## src/rtl/toi2s_pkg.sv

```systemverilog
// toi2s_pkg: amplifier init table, device address and sequencer state encoding
package toi2s_pkg;

    localparam logic [6:0] AMP_DEV_ADDR = 7'h2C;
    localparam int AMP_INIT_LEN = 8;

    typedef struct packed {
        logic [7:0] reg_addr;
        logic [7:0] data;
    } amp_init_entry_t;

    // Page/book select, hold in Hi-Z while configuring, then release to play last
    localparam amp_init_entry_t AMP_INIT_TBL [AMP_INIT_LEN] = '{
        '{8'h00, 8'h00},
        '{8'h7F, 8'h00},
        '{8'h03, 8'h02},
        '{8'h02, 8'h00},
        '{8'h4C, 8'h30},
        '{8'h54, 8'h03},
        '{8'h68, 8'h02},
        '{8'h03, 8'h03}
    };

    typedef enum logic [2:0] {
        S_IDLE,
        S_PWRUP,
        S_WRITE,
        S_GAP,
        S_WAIT_LOCK,
        S_PLAY,
        S_MUTE_DN,
        S_FAULT
    } amp_seq_state_t;

endpackage

```

## src/rtl/amp_seq_ctrl.sv

```systemverilog
// amp_seq_ctrl: amplifier power-up, I2C init table download and mute sequencing
module amp_seq_ctrl
    import toi2s_pkg::*;
#(
    parameter int PWRUP_CYC = 4800,
    parameter int GAP_CYC   = 48,
    parameter int MUTE_CYC  = 480,
    parameter int TMO_CYC   = 4096,
    parameter int MAX_RETRY = 3
) (
    input  logic       clk,
    input  logic       resetb,
    input  logic       ena,
    input  logic       cfg_run,
    input  logic       rx_lock,
    output logic       i2c_req,
    output logic [6:0] i2c_dev,
    output logic [7:0] i2c_reg,
    output logic [7:0] i2c_wdata,
    input  logic       i2c_ack,
    input  logic       i2c_nack,
    output logic       amp_nenable,
    output logic       amp_nmute,
    output logic       busy,
    output logic       done,
    output logic       fault,
    output logic [2:0] state_mon
);

    localparam int TMAX = (PWRUP_CYC > TMO_CYC ? PWRUP_CYC : TMO_CYC) > MUTE_CYC
                        ? (PWRUP_CYC > TMO_CYC ? PWRUP_CYC : TMO_CYC) : MUTE_CYC;
    localparam int TW = $clog2((TMAX > GAP_CYC ? TMAX : GAP_CYC) + 1);
    localparam int IW = $clog2(AMP_INIT_LEN);
    localparam int RW = $clog2(MAX_RETRY + 1);
    localparam logic [IW-1:0] LAST = IW'(AMP_INIT_LEN - 1);

    amp_seq_state_t state, state_d;
    logic [TW-1:0] timer, timer_d;
    logic [IW-1:0] idx, idx_d;
    logic [RW-1:0] retry, retry_d;
    logic done_d, run_en, tick, ack, nack, can_retry;

    assign run_en    = ena & cfg_run;
    assign tick      = timer == '0;
    assign ack       = i2c_ack & ~i2c_nack;
    assign nack      = i2c_nack | (tick & ~i2c_ack);
    assign can_retry = retry < RW'(MAX_RETRY);

    always_ff @(posedge clk or negedge resetb)
        if (!resetb) begin
            state <= S_IDLE;
            timer <= '0;
            idx   <= '0;
            retry <= '0;
            done  <= 1'b0;
        end else begin
            state <= state_d;
            timer <= timer_d;
            idx   <= idx_d;
            retry <= retry_d;
            done  <= done_d;
        end

    always_comb begin
        state_d = state;
        timer_d = tick ? timer : timer - TW'(1);
        idx_d   = idx;
        retry_d = retry;
        done_d  = done;
        case (state)
            S_IDLE: if (run_en) begin
                state_d = S_PWRUP;
                timer_d = TW'(PWRUP_CYC - 1);
                idx_d   = '0;
                retry_d = '0;
            end
            S_PWRUP, S_GAP: if (tick) begin
                state_d = S_WRITE;
                timer_d = TW'(TMO_CYC - 1);
            end
            S_WRITE: if (ack) begin
                idx_d   = (idx == LAST) ? idx : idx + IW'(1);
                retry_d = '0;
                done_d  = idx == LAST;
                state_d = (idx == LAST) ? S_WAIT_LOCK : S_GAP;
                timer_d = TW'(GAP_CYC - 1);
            end else if (nack) begin
                retry_d = can_retry ? retry + RW'(1) : retry;
                state_d = can_retry ? S_GAP : S_FAULT;
                timer_d = TW'(GAP_CYC - 1);
            end
            S_WAIT_LOCK: state_d = rx_lock ? S_PLAY : S_WAIT_LOCK;
            S_PLAY: state_d = rx_lock ? S_PLAY : S_WAIT_LOCK;
            S_MUTE_DN: if (tick) begin
                state_d = S_IDLE;
                done_d  = 1'b0;
            end
            S_FAULT: state_d = run_en ? S_FAULT : S_IDLE;
        endcase
        // A pending transfer is always allowed to finish before muting down
        if (!run_en && (state inside {S_PWRUP, S_GAP, S_WAIT_LOCK, S_PLAY}
                        || (state == S_WRITE && (ack || nack)))) begin
            state_d = S_MUTE_DN;
            timer_d = TW'(MUTE_CYC - 1);
        end
    end

    assign i2c_req     = state == S_WRITE;
    assign i2c_dev     = AMP_DEV_ADDR;
    assign i2c_reg     = AMP_INIT_TBL[idx].reg_addr;
    assign i2c_wdata   = AMP_INIT_TBL[idx].data;
    assign amp_nenable = state inside {S_IDLE, S_FAULT};
    assign amp_nmute   = state == S_PLAY && rx_lock;
    assign busy        = state inside {S_PWRUP, S_WRITE, S_GAP};
    assign fault       = state == S_FAULT;
    assign state_mon   = state;

endmodule

```

## config.mk

```make
export PLATFORM = sky130hd
export DESIGN_NAME = amp_seq_ctrl
export DESIGN_NICKNAME = d
export VERILOG_FILES = /design/src/rtl/toi2s_pkg.sv /design/src/rtl/amp_seq_ctrl.sv
export SDC_FILE = /design/constraint.sdc
export NUM_CORES = 1
export LEC_CHECK = 0
export CAP_MARGIN = 20
export CORE_ASPECT_RATIO = 0.7
export CORE_MARGIN = 2
export CORE_UTILIZATION = 30
export CTS_CLUSTER_DIAMETER = 80
export CTS_CLUSTER_SIZE = 20
export DETAILED_ROUTE_END_ITERATION = 12
export MAX_ROUTING_LAYER = met4
export PLACE_DENSITY_LB_ADDON = 0.05
export SYNTH_ARGS = -nofsm -noshare
export SYNTH_HDL_FRONTEND = slang
export SYNTH_SLANG_ARGS = --single-unit
```

## constraint.sdc

```tcl
create_clock -name clk -period 2.37 [get_ports clk]
set_input_delay 0.474 -clock clk [delete_from_list [all_inputs] [get_ports clk]]
set_output_delay 0.474 -clock clk [all_outputs]
set_load 0.02 [all_outputs]
```

==> reports/results.ini, run 1 <==
[placement]
dp.cells=323
post-dp-hpwl_mm=3.68
place_congestion=0.886
port_buffers=26

[synthesis]
synth_cell_types=45
synth_edf_count=0
yosysWarnings=0
async_flop_share_pct=100
ys_ff_latch=22
synth_cells=209
netlist_area_mm2=0.00173
yosysSeqAreaShare_pct=31.9
avgSynthCellArea_um2=8.27
ys.flop_type=dfrtp_1

[die]
ios=39
die_w_um=94.7
die_h_um=67.5
rows=23
initial_utilization_pct=30.6
die_area_mm2=0.00639
coreArea_mm2=0.00564

[grt]
grt_pass1_vias=1516
use_met3_pct=2.68
grt_max_degree=23
overflow=0
track_usage_pct=16.5
antenna_found_initial=0
grtUsageMet1_pct=24.8
grt_pass1_wl_mm=7.85
gr-usage-met2_pct=23.4
gr-max-usage-layer=met1

[run]
maxCapViolCount=0

[routing]
drc=0
wirelength_mm=4.64
viasPerCell=4.85
dr.pass1.iters=4
post_drt_wl_per_cell_um=14.2
dr.first_iter.drc_count=55
vias=1591
ant_nets=0

[finish]
mostFrequentLayoutCell=buf_4
layout_common_cells=buf_4, nand2_1, dfrtp_1, clkdlybuf4s50_1
final_cells=328
antennaDiodeCount=0
drive_gt1_share_pct=19.0
nets=270
area_growth_pct=31.4

[worst_setup_path]
crit_path_start_kind=flop
arrival_ns=1.85
cp.required_ns=1.90
critical_path_class=flop to primary output
crit_path_end_kind=primary output
crit_path_max_fanout=7

[power_and_ir_drop]
sw_frac_of_total_pct=43.3
p_per_area_mw_per_mm2=1030
seq_power_share_pct=24.7
total_leakage_power_uw=0.00101
peakVddDrop_mv=0.301
p_int_uw=1330
total_power_uw=2340
switching_power_uw=1010
clkPwrFrac_pct=15.5
power_frac_comb_pct=59.8

[timing]
rsz0062_at_grt=true
fmax_ghz=0.430
holdWs_ns=0.498
setup_violations=0
post-route-min-period_ns=2.33
hold_violations=0
finalClockSkew_ns=0.0110
fin_crit_sh_pct=98.2
drv_slew=0

[min_path]
hold_class=flop to flop

[clock_tree]
cts_sinks=22
numCtsBuffers=3
clkTransAtPathRegs_ns=0.08
root_buffer=clkbuf_8
cts_hold_buf=0
tritoncts=done
cts_htree_levels=1
clockBufferDepth=2
clk_latency_ns=0.27

[outcome]
status=finished, final reports clean

[through the flow]
step	worst slack [ns]	util [%]	area, um2	setup TNS [ns]
3_3_place_gp	0.0813	38.4	2170	0
4_1_cts	0.00563	40.0	2260	0
6_report	0.0421	40.2	2270	0
3_5_place_dp	0.0138	38.4	2170	0
2_1_floorplan	0.102	-	1770	0
5_1_grt	-0.0398	40.2	2270	-0.0726
[sequential cells by signal (all words and copies together) (netlist names)]
signal     flops
idx            3
timer         13
retry          2
state_mon      3
done           1
[kinds of logic (layout without fill, tap and decap cells)]
family / Yosys count / in the layout / share of synthesized area (%)
AO/OA/AOI/OAI: 49 / 49 / 20.0
XOR/XNOR: 4 / 4 / 2.03
adder cells (fa/ha/maj): 9 / 9 / 6.52
buffers and inverters: 30 / 64 / 9.85
flip-flops: 22 / 22 / 31.9
multiplexers: 5 / 5 / 3.11
other: 2 / 12 / 0.435
AND/OR/NAND/NOR: 88 / 88 / 26.2
[synthesized netlist by cell type (all sizes together), types with 2 or more instances]
cell,number,area [um2]
inv,8,30.0
or4,3,30.0
a211o,2,17.5
nor3,10,50.1
a21o,2,15.0
and2,3,18.8
clkbuf,7,26.3
buf,15,114
o31ai,2,15.0
or3,6,37.5
ha,9,113
dfrtp,22,551
o21ai,18,90.1
a21oi,9,45.0
nor2b,2,12.5
mux2,3,33.8
nor2,18,67.6
a31oi,4,46.3
nor4,5,31.3
mux2i,2,20.0
o211ai,4,30.0
xnor2,3,26.3
conb,2,7.51
a211oi,2,15.0
nand3,5,25.0
or3b,2,17.5
nand2b,5,31.3
nand2,23,86.3
or2,2,12.5
[power groups by stage]
stage	Clock, uW	Sequential (uW)	Combinational (uW)
final	362	579	1400
after global routing	391	598	1570
after CTS	372	578	1410
after detailed placement	0	583	1420
after global placement	0	576	1410
after floorplan	0	616	810
[metal layers]
| layer | share of wire (%) | vias up | wire length [um] |
|---|---|---|---|
| li1 | - | 805 | - |
| met1 | 55 | 743 | 2550 |
| met2 | 41 | 41 | 1890 |
| met3 | 3.9 | 2 | 182 |
| met4 | 0.45 | 0 | 21 |
| met5 | 0 | - | 0 |
[cell type report]
| cell class | instances | area, um2 |
|---|---|---|
| Inverter | 8 | 30.0 |
| Timing Repair Buffer | 52 | 455 |
| Clock buffer | 3 | 41.3 |
| Multi-Input combinational cell | 167 | 1070 |
| Sequential cell | 22 | 552 |
| Fill cell | 610 | 3370 |
| Clock inverter | 1 | 30.0 |
| Tap cell | 75 | 93.8 |
[final timing paths]
path,startpoint,endpoint,slack [ns],cells after the start
worst max-delay path,idx[1]$_DFFE_PN0P_,i2c_reg[5],0.04,4
worst min-delay path,retry[0]$_DFFE_PN0P_,retry[0]$_DFFE_PN0P_,0.50,1
worst max register to register,timer[9]$_DFF_PN0_,retry[0]$_DFFE_PN0P_,0.09,5
worst min register to register,retry[0]$_DFFE_PN0P_,retry[0]$_DFFE_PN0P_,0.50,1
max in group asynchronous,resetb,idx[0]$_DFFE_PN0P_,1.54,2
min in group asynchronous,resetb,timer[11]$_DFF_PN0_,0.56,2
[critical path, stage by stage (launching register included)]
cell	delay, ns
dfrtp_1	0.46
inv_1	0.10
ha_1	0.22
mux2_2	0.27
clkdlybuf4s50_1	0.55
[timing repair]
item,CTS,global route
buffers inserted,1,0
resized for setup,9,4
gates cloned,0,0
endpoints found under the hold margin,0,0
endpoints found under the setup margin,6,20
pin swaps,2,1
No activity file was read; power rests on OpenSTA's default activity.
==> inputs of run 2 (changes only) <==
Settings changed: CAP_MARGIN 20 to default, GPL_TIMING_DRIVEN from default to 0.
==> run 2 against run 1 <==
  * First-iteration DRC count rose by 62%
  * Global-route usage down 1.2 points
  * Critical path depth up 1
  * Clock power fell by 33%
  * Utilization rose by 0.75 points
  * Clock skew shrank 0.0019 ns
  * Critical endpoint is now retry[1]$_DFFE_PN0P_
  * Critical path type is now flop to flop
  * Largest cell class unchanged
==> reports/results.ini, run 2 (same netlist as run 1, synthesis figures left out) <==
[worst_setup_path]
crit_path_start_kind=flop
crit_path_end_kind=flop
worstPathBufferInverterCount=0  ; -2
critical_path_class=flop to flop
reg2reg_setup_slack_ns=0.06  ; -0.03 ns
crit_family=simple AND/OR/NAND/NOR gates
arrival_ns=2.46  ; +0.61 ns
crit_chain=or4_4, or4_4, a31oi_4, nand2_1, a22o_1
cp.required_ns=2.52  ; +0.62 ns
crit_top_cell=or4_4
crit_path_top_delay_cell=or4_4
crit_path_max_fanout=7  ; unchanged
slowest_delay_ns=0.63  ; +0.08 ns

[timing]
finalClockSkew_ns=0.00912  ; -0.00189 ns
fmax_ghz=0.433  ; +0.90%
post-route-min-period_ns=2.31  ; -0.0207 ns
rsz0062_at_grt=true
tightest_slew_ns=1.06
drv_slew=0  ; unchanged
relSlewSlack_pct=28.9
hold_violations=0  ; unchanged
setup_violations=0  ; unchanged
fin_ws_ns=0.0628  ; +0.0207 ns
fin_crit_sh_pct=97.3  ; -0.87 points

[die]
die_area_mm2=0.00639  ; unchanged
die_h_um=67.5  ; unchanged
coreArea_mm2=0.00564  ; unchanged
rows=23  ; unchanged
initial_utilization_pct=30.6  ; unchanged
ios=39  ; unchanged
die_w_um=94.7  ; unchanged

[placement]
dp_slack_ns=-0.161  ; -0.174 ns
port_buffers=26  ; unchanged
post-dp-hpwl_mm=3.33  ; -9.4%
place_congestion=0.741  ; -16%

[grt]
grt_max_degree=23  ; unchanged
antenna_found_initial=0  ; unchanged
overflow=0  ; unchanged
grt_pass1_wl_mm=7.18  ; -8.6%
grt_pass1_vias=1427  ; -5.9%
track_usage_pct=15.3  ; -1.2 points

[power_and_ir_drop]
total_leakage_power_uw=0.00104  ; +3.3%
sw_frac_of_total_pct=46.1  ; +2.8 points
peakVddDrop_mv=0.290  ; -3.7%
p_int_uw=1180  ; -11%
p_per_area_mw_per_mm2=944  ; -8.5%
seq_power_share_pct=28.4  ; +3.7 points
power_frac_comb_pct=60.6  ; +0.8 points
total_power_uw=2180  ; -6.8%
clkPwrFrac_pct=11.0  ; -4.5 points
switching_power_uw=1010  ; -0.82%

[run]
maxCapViolCount=0  ; unchanged

[finish]
drive_gt1_share_pct=23.3  ; +4.4 points
layout_common_cells=buf_4, nand2_1, o21ai_0, dfrtp_1, clkdlybuf4s50_1
top_register=timer
area_growth_pct=33.8
antennaDiodeCount=0  ; unchanged
largest_reg_flops=13  ; unchanged
mostFrequentLayoutCell=buf_4
nets=275  ; +1.9%
fillers=582  ; -4.6%

[routing]
drc=0  ; unchanged
post_drt_wl_per_cell_um=13.6  ; -3.8%
viasPerCell=4.87  ; +0.41%
dr.first_iter.drc_count=89  ; +62%
ant_nets=0  ; unchanged
dr.pass1.iters=4  ; unchanged
vias=1617  ; +1.6%
wirelength_mm=4.52  ; -2.7%

[clock_tree]
clkTransAtPathRegs_ns=0.09  ; about the same
cts_sinks=22  ; unchanged
tritoncts=done
clockBufferDepth=2  ; unchanged
root_buffer=clkbuf_8
cts_htree_levels=1  ; unchanged
numCtsBuffers=3  ; unchanged
clk_latency_ns=0.27  ; about the same

[outcome]
status=finished, final reports clean

[min_path]
hold_class=flop to flop

## run 2: changes by cell type in the layout (fill, tap and decap cells not counted), moves of 2 or more
cell	delta
buf_4	-2
clkbuf_2	+5
clkdlybuf4s50_1	-2
dfrtp_1	-3
dfrtp_2	+3
## run 2: power groups by stage
stage	registers, uW	logic [uW]	clock network, uW
6_report	620	1320	241
5_1_grt	640	1470	268
4_1_cts	614	1270	254
3_5_place_dp	623	1230	0
3_3_place_gp	622	1240	0
2_1_floorplan	616	810	0
## run 2: final timing paths
check                           cells past startpoint                  from                    to
max in group asynchronous                           1                resetb    idx[1]$_DFFE_PN0P_
worst min register to register                      1  retry[0]$_DFFE_PN0P_  retry[0]$_DFFE_PN0P_
worst min-delay path                                1  retry[0]$_DFFE_PN0P_  retry[0]$_DFFE_PN0P_
worst max register to register                      5    timer[7]$_DFF_PN0_  retry[1]$_DFFE_PN0P_
min in group asynchronous                           1                resetb   timer[10]$_DFF_PN0_
worst max-delay path                                5    timer[7]$_DFF_PN0_  retry[1]$_DFFE_PN0P_
## run 2: metrics by stage
| stage | cells | area [um2] | util, % | TNS, ns | hold WS, ns |
|---|---|---|---|---|---|
| after floorplan | 219 | 1770 | - | 0 | 0.178 |
| after global placement | 320 | 2120 | 37.6 | -1.19 | 0.488 |
| after detailed placement | 320 | 2120 | 37.6 | -1.06 | 0.479 |
| after CTS | 325 | 2200 | 39.1 | 0 | 0.491 |
| after global routing | 332 | 2310 | 41.0 | -0.0359 | 0.523 |
| final | 332 | 2310 | 41.0 | 0 | 0.499 |
## run 2: layout make-up
class,count,area [um2],area share [%]
Sequential cell,22,556,24.0
Clock buffer,3,41.3,1.79
Multi-Input combinational cell,167,1110,48.0
Buffer,20,138,5.95
Tap cell,75,93.8,4.06
Timing Repair Buffer,37,344,14.9
Inverter,8,30.0,1.30
## run 2: layer usage
layer	wire, um	up-vias	GRT usage [%]
met3	215	2	3.24
met1	2510	758	23.2
met4	21	0	3.26
li1	-	816	-
met5	0	-	-
met2	1770	41	20.7
## run 2: worst register-to-register path, delay by kind of cell, from the launching register on
| kind | cells | cell delay (ns) |
|---|---|---|
| flops | 1 | 0.44 |
| compound gates | 2 | 0.46 |
| simple gates | 3 | 1.29 |
## run 2: timing repair
item,4_1_cts,5_1_grt
pin swaps,3,6
endpoints found under the setup margin,22,23
buffers inserted,3,8
endpoints found under the hold margin,0,0
gates resized for setup,15,23
hold buffers,0,0
==> inputs of run 3 (changes only) <==
Settings changed: CORE_MARGIN 2 to 4, CTS_BUF_LIST from default to sky130_fd_sc_hd__clkbuf_16.
==> run 3 against run 2 <==
  * First-iteration DRC count rose by 2.2%
  * Global-route usage fell by 1.9 points
  * Count of clock-buffer cells in the layout did not move
  * Sequential power barely moved
  * Worst hold slack got worse by 0.0019 ns
  * Register-to-register slack improved by 0.02 ns
  * Cell count fell by 2.4%
  * Clock skew fell by 0.0016 ns
==> reports/results.ini, run 3 (same netlist as run 1, synthesis figures left out) <==
[grt]
grt_pass1_wl_mm=7.40  ; +3.2%
gr-usage-met2_pct=17.3  ; -3.4 points
antenna_found_initial=0  ; unchanged
overflow=0  ; unchanged
use_met3_pct=3.31  ; +0.071 points
gr-max-usage-layer=met1
grtUsageMet1_pct=20.9  ; -2.3 points
track_usage_pct=13.4  ; -1.9 points
grt_pass1_vias=1439  ; +0.84%
grt_max_degree=23  ; unchanged

[power_and_ir_drop]
total_leakage_power_uw=0.000992  ; -4.5%
seq_power_share_pct=27.4  ; -1.0 points
p_per_area_mw_per_mm2=1000  ; +5.9%
p_int_uw=1270  ; +7.5%
total_power_uw=2270  ; +3.9%
clkPwrFrac_pct=16.0  ; +5.0 points
switching_power_uw=1000  ; -0.28%
peakVddDrop_mv=0.273  ; -5.7%
power_frac_comb_pct=56.6  ; -4.0 points
sw_frac_of_total_pct=44.2  ; -1.9 points

[timing]
rsz0062_at_grt=true
post-route-min-period_ns=2.29  ; -0.0174 ns
drv_slew=0  ; unchanged
tightest_slew_ns=1.06  ; -0.00398 ns
fmax_ghz=0.437  ; +0.76%
hold_violations=0  ; unchanged
setup_violations=0  ; unchanged
relSlewSlack_pct=29.1  ; +0.27 points
finalClockSkew_ns=0.00755  ; -0.00157 ns
fin_crit_sh_pct=96.6  ; -0.73 points

[finish]
antennaDiodeCount=0  ; unchanged
fillers=558  ; -4.1%
mostFrequentLayoutCell=nand2_1
area_growth_pct=31.4
post-route-util_pct=42.1  ; +1.1 points
drive_gt1_share_pct=19.8  ; -3.5 points
top_register=timer
layout_common_cells=nand2_1, clkdlybuf4s50_1, buf_4, dfrtp_1, o21ai_0
largest_reg_flops=13  ; unchanged
nets=269  ; -2.2%

[die]
die_w_um=98.7  ; +4.2%
ios=39  ; unchanged
die_h_um=71.5  ; +5.9%
initial_utilization_pct=32.0  ; +1.4 points
rows=22  ; -4.3%
coreArea_mm2=0.00540  ; -4.3%
die_area_mm2=0.00706  ; +10%

[clock_tree]
clkTransAtPathRegs_ns=0.06  ; -0.03 ns
cts_htree_levels=1  ; unchanged
numCtsBuffers=3  ; unchanged
root_buffer=clkbuf_16
clockBufferDepth=2  ; unchanged
tritoncts=done
clk_latency_ns=0.26  ; about the same
cts_sinks=22  ; unchanged

[placement]
port_buffers=26  ; unchanged
place_congestion=0.796  ; +7.4%
post-dp-hpwl_mm=3.36  ; +0.83%

[worst_setup_path]
cp.required_ns=2.54  ; +0.02 ns
r2r_end=retry[0]$_DFFE_PN0P_
crit_path_start_kind=flop
arrival_ns=2.46  ; about the same
crit_path_max_fanout=7  ; unchanged
crit_top_cell=or4_4
critical_path_class=flop to flop
reg2reg_setup_slack_ns=0.08  ; +0.02 ns
reg2regPathDepth=5  ; unchanged
slowest_delay_ns=0.63  ; about the same
crit_chain=or4_4, or4_4, a2111oi_4, nor2_1, a31oi_1
crit_path_end_kind=flop
crit_path_top_delay_cell=or4_4
r2r-start=timer[10]$_DFF_PN0_

[routing]
viasPerCell=4.93  ; +1.3%
ant_nets=0  ; unchanged
dr.pass1.iters=4  ; unchanged
drc=0  ; unchanged
dr.first_iter.drc_count=91  ; +2.2%
wirelength_mm=4.45  ; -1.6%
post_drt_wl_per_cell_um=13.7  ; +0.81%
vias=1598  ; -1.2%

[min_path]
worstHoldPathCells=1  ; unchanged
whs_endpoint=retry[0]$_DFFE_PN0P_
min_from=retry[0]$_DFFE_PN0P_
hold_class=flop to flop

[outcome]
status=finished, final reports clean

[run]
maxCapViolCount=0  ; unchanged

## run 3: changes by cell type in the layout (fill, tap and decap cells not counted), sizes merged
cell | before | now
clkbuf | 9 | 8
clkinv | 0 | 1
dlymetal6s2s | 3 | 1
buf | 25 | 20
clkdlybuf4s50 | 18 | 20
## run 3: cell type report
class,instances,area [um2],share of cell area [%]
well taps,72,90.1,3.97
clock buffers,3,75.1,3.31
inverters,8,30.0,1.32
clock inverters,1,3.75,0.165
flip-flops and latches,22,554,24.4
plain buffers,20,134,5.90
multi-input cells,167,1090,48.0
repair buffers,31,294,13.0
## run 3: how the worst max path moves through the flow
stage,end,cells after the start,slack [ns],from
after floorplan,retry[0]$_DFFE_PN0P_,8,0.10,timer[0]$_DFF_PN0_
after global placement,state_mon[2]$_DFFE_PN0P_,6,-0.14,i2c_ack
after detailed placement,i2c_req,4,-0.12,state_mon[2]$_DFFE_PN0P_
after CTS,timer[9]$_DFF_PN0_,6,0.002,timer[7]$_DFF_PN0_
after global routing,retry[0]$_DFFE_PN0P_,7,-0.004,timer[0]$_DFF_PN0_
final,retry[0]$_DFFE_PN0P_,5,0.08,timer[10]$_DFF_PN0_
## run 3: timing repair
item                       CTS  global route
pin swaps                    4             2
gates cloned                 0             0
hold buffers                 0             0
resized for setup           18            12
setup buffers                5             0
setup endpoints to repair   19            17
## run 3: critical path, delay by kind of cell, from the launching register on
family | cells | cell delay [ns]
AOI/OAI and AO/OA | 2 | 0.50
DFF | 1 | 0.41
and+or+nand+nor | 3 | 1.29
## run 3: metrics by stage
step                      TNS (ns)  area (um2)  hold WS (ns)  worst slack, ns  cells
after floorplan                  0        1770         0.178            0.102    219
after global placement      -0.957        2120         0.489           -0.141    317
after detailed placement    -0.892        2120         0.490           -0.119    317
after CTS                        0        2250         0.501          0.00159    324
after global routing      -0.00360        2270         0.527         -0.00360    324
final                            0        2270         0.497           0.0802    324
## run 3: routing by layer
metal	part of all wire [%]	vias up
met5	0	-
met1	54	728
met2	38	61
met4	0.56	0
li1	-	807
met3	7.2	2
## run 3: power groups by stage
stage / sequential, uW / combinational (uW) / clock, uW
global route: 638 / 1430 / 389
finish: 623 / 1280 / 363
global placement: 623 / 1240 / 0
CTS: 617 / 1270 / 372
floorplan: 616 / 810 / 0
detailed placement: 623 / 1220 / 0
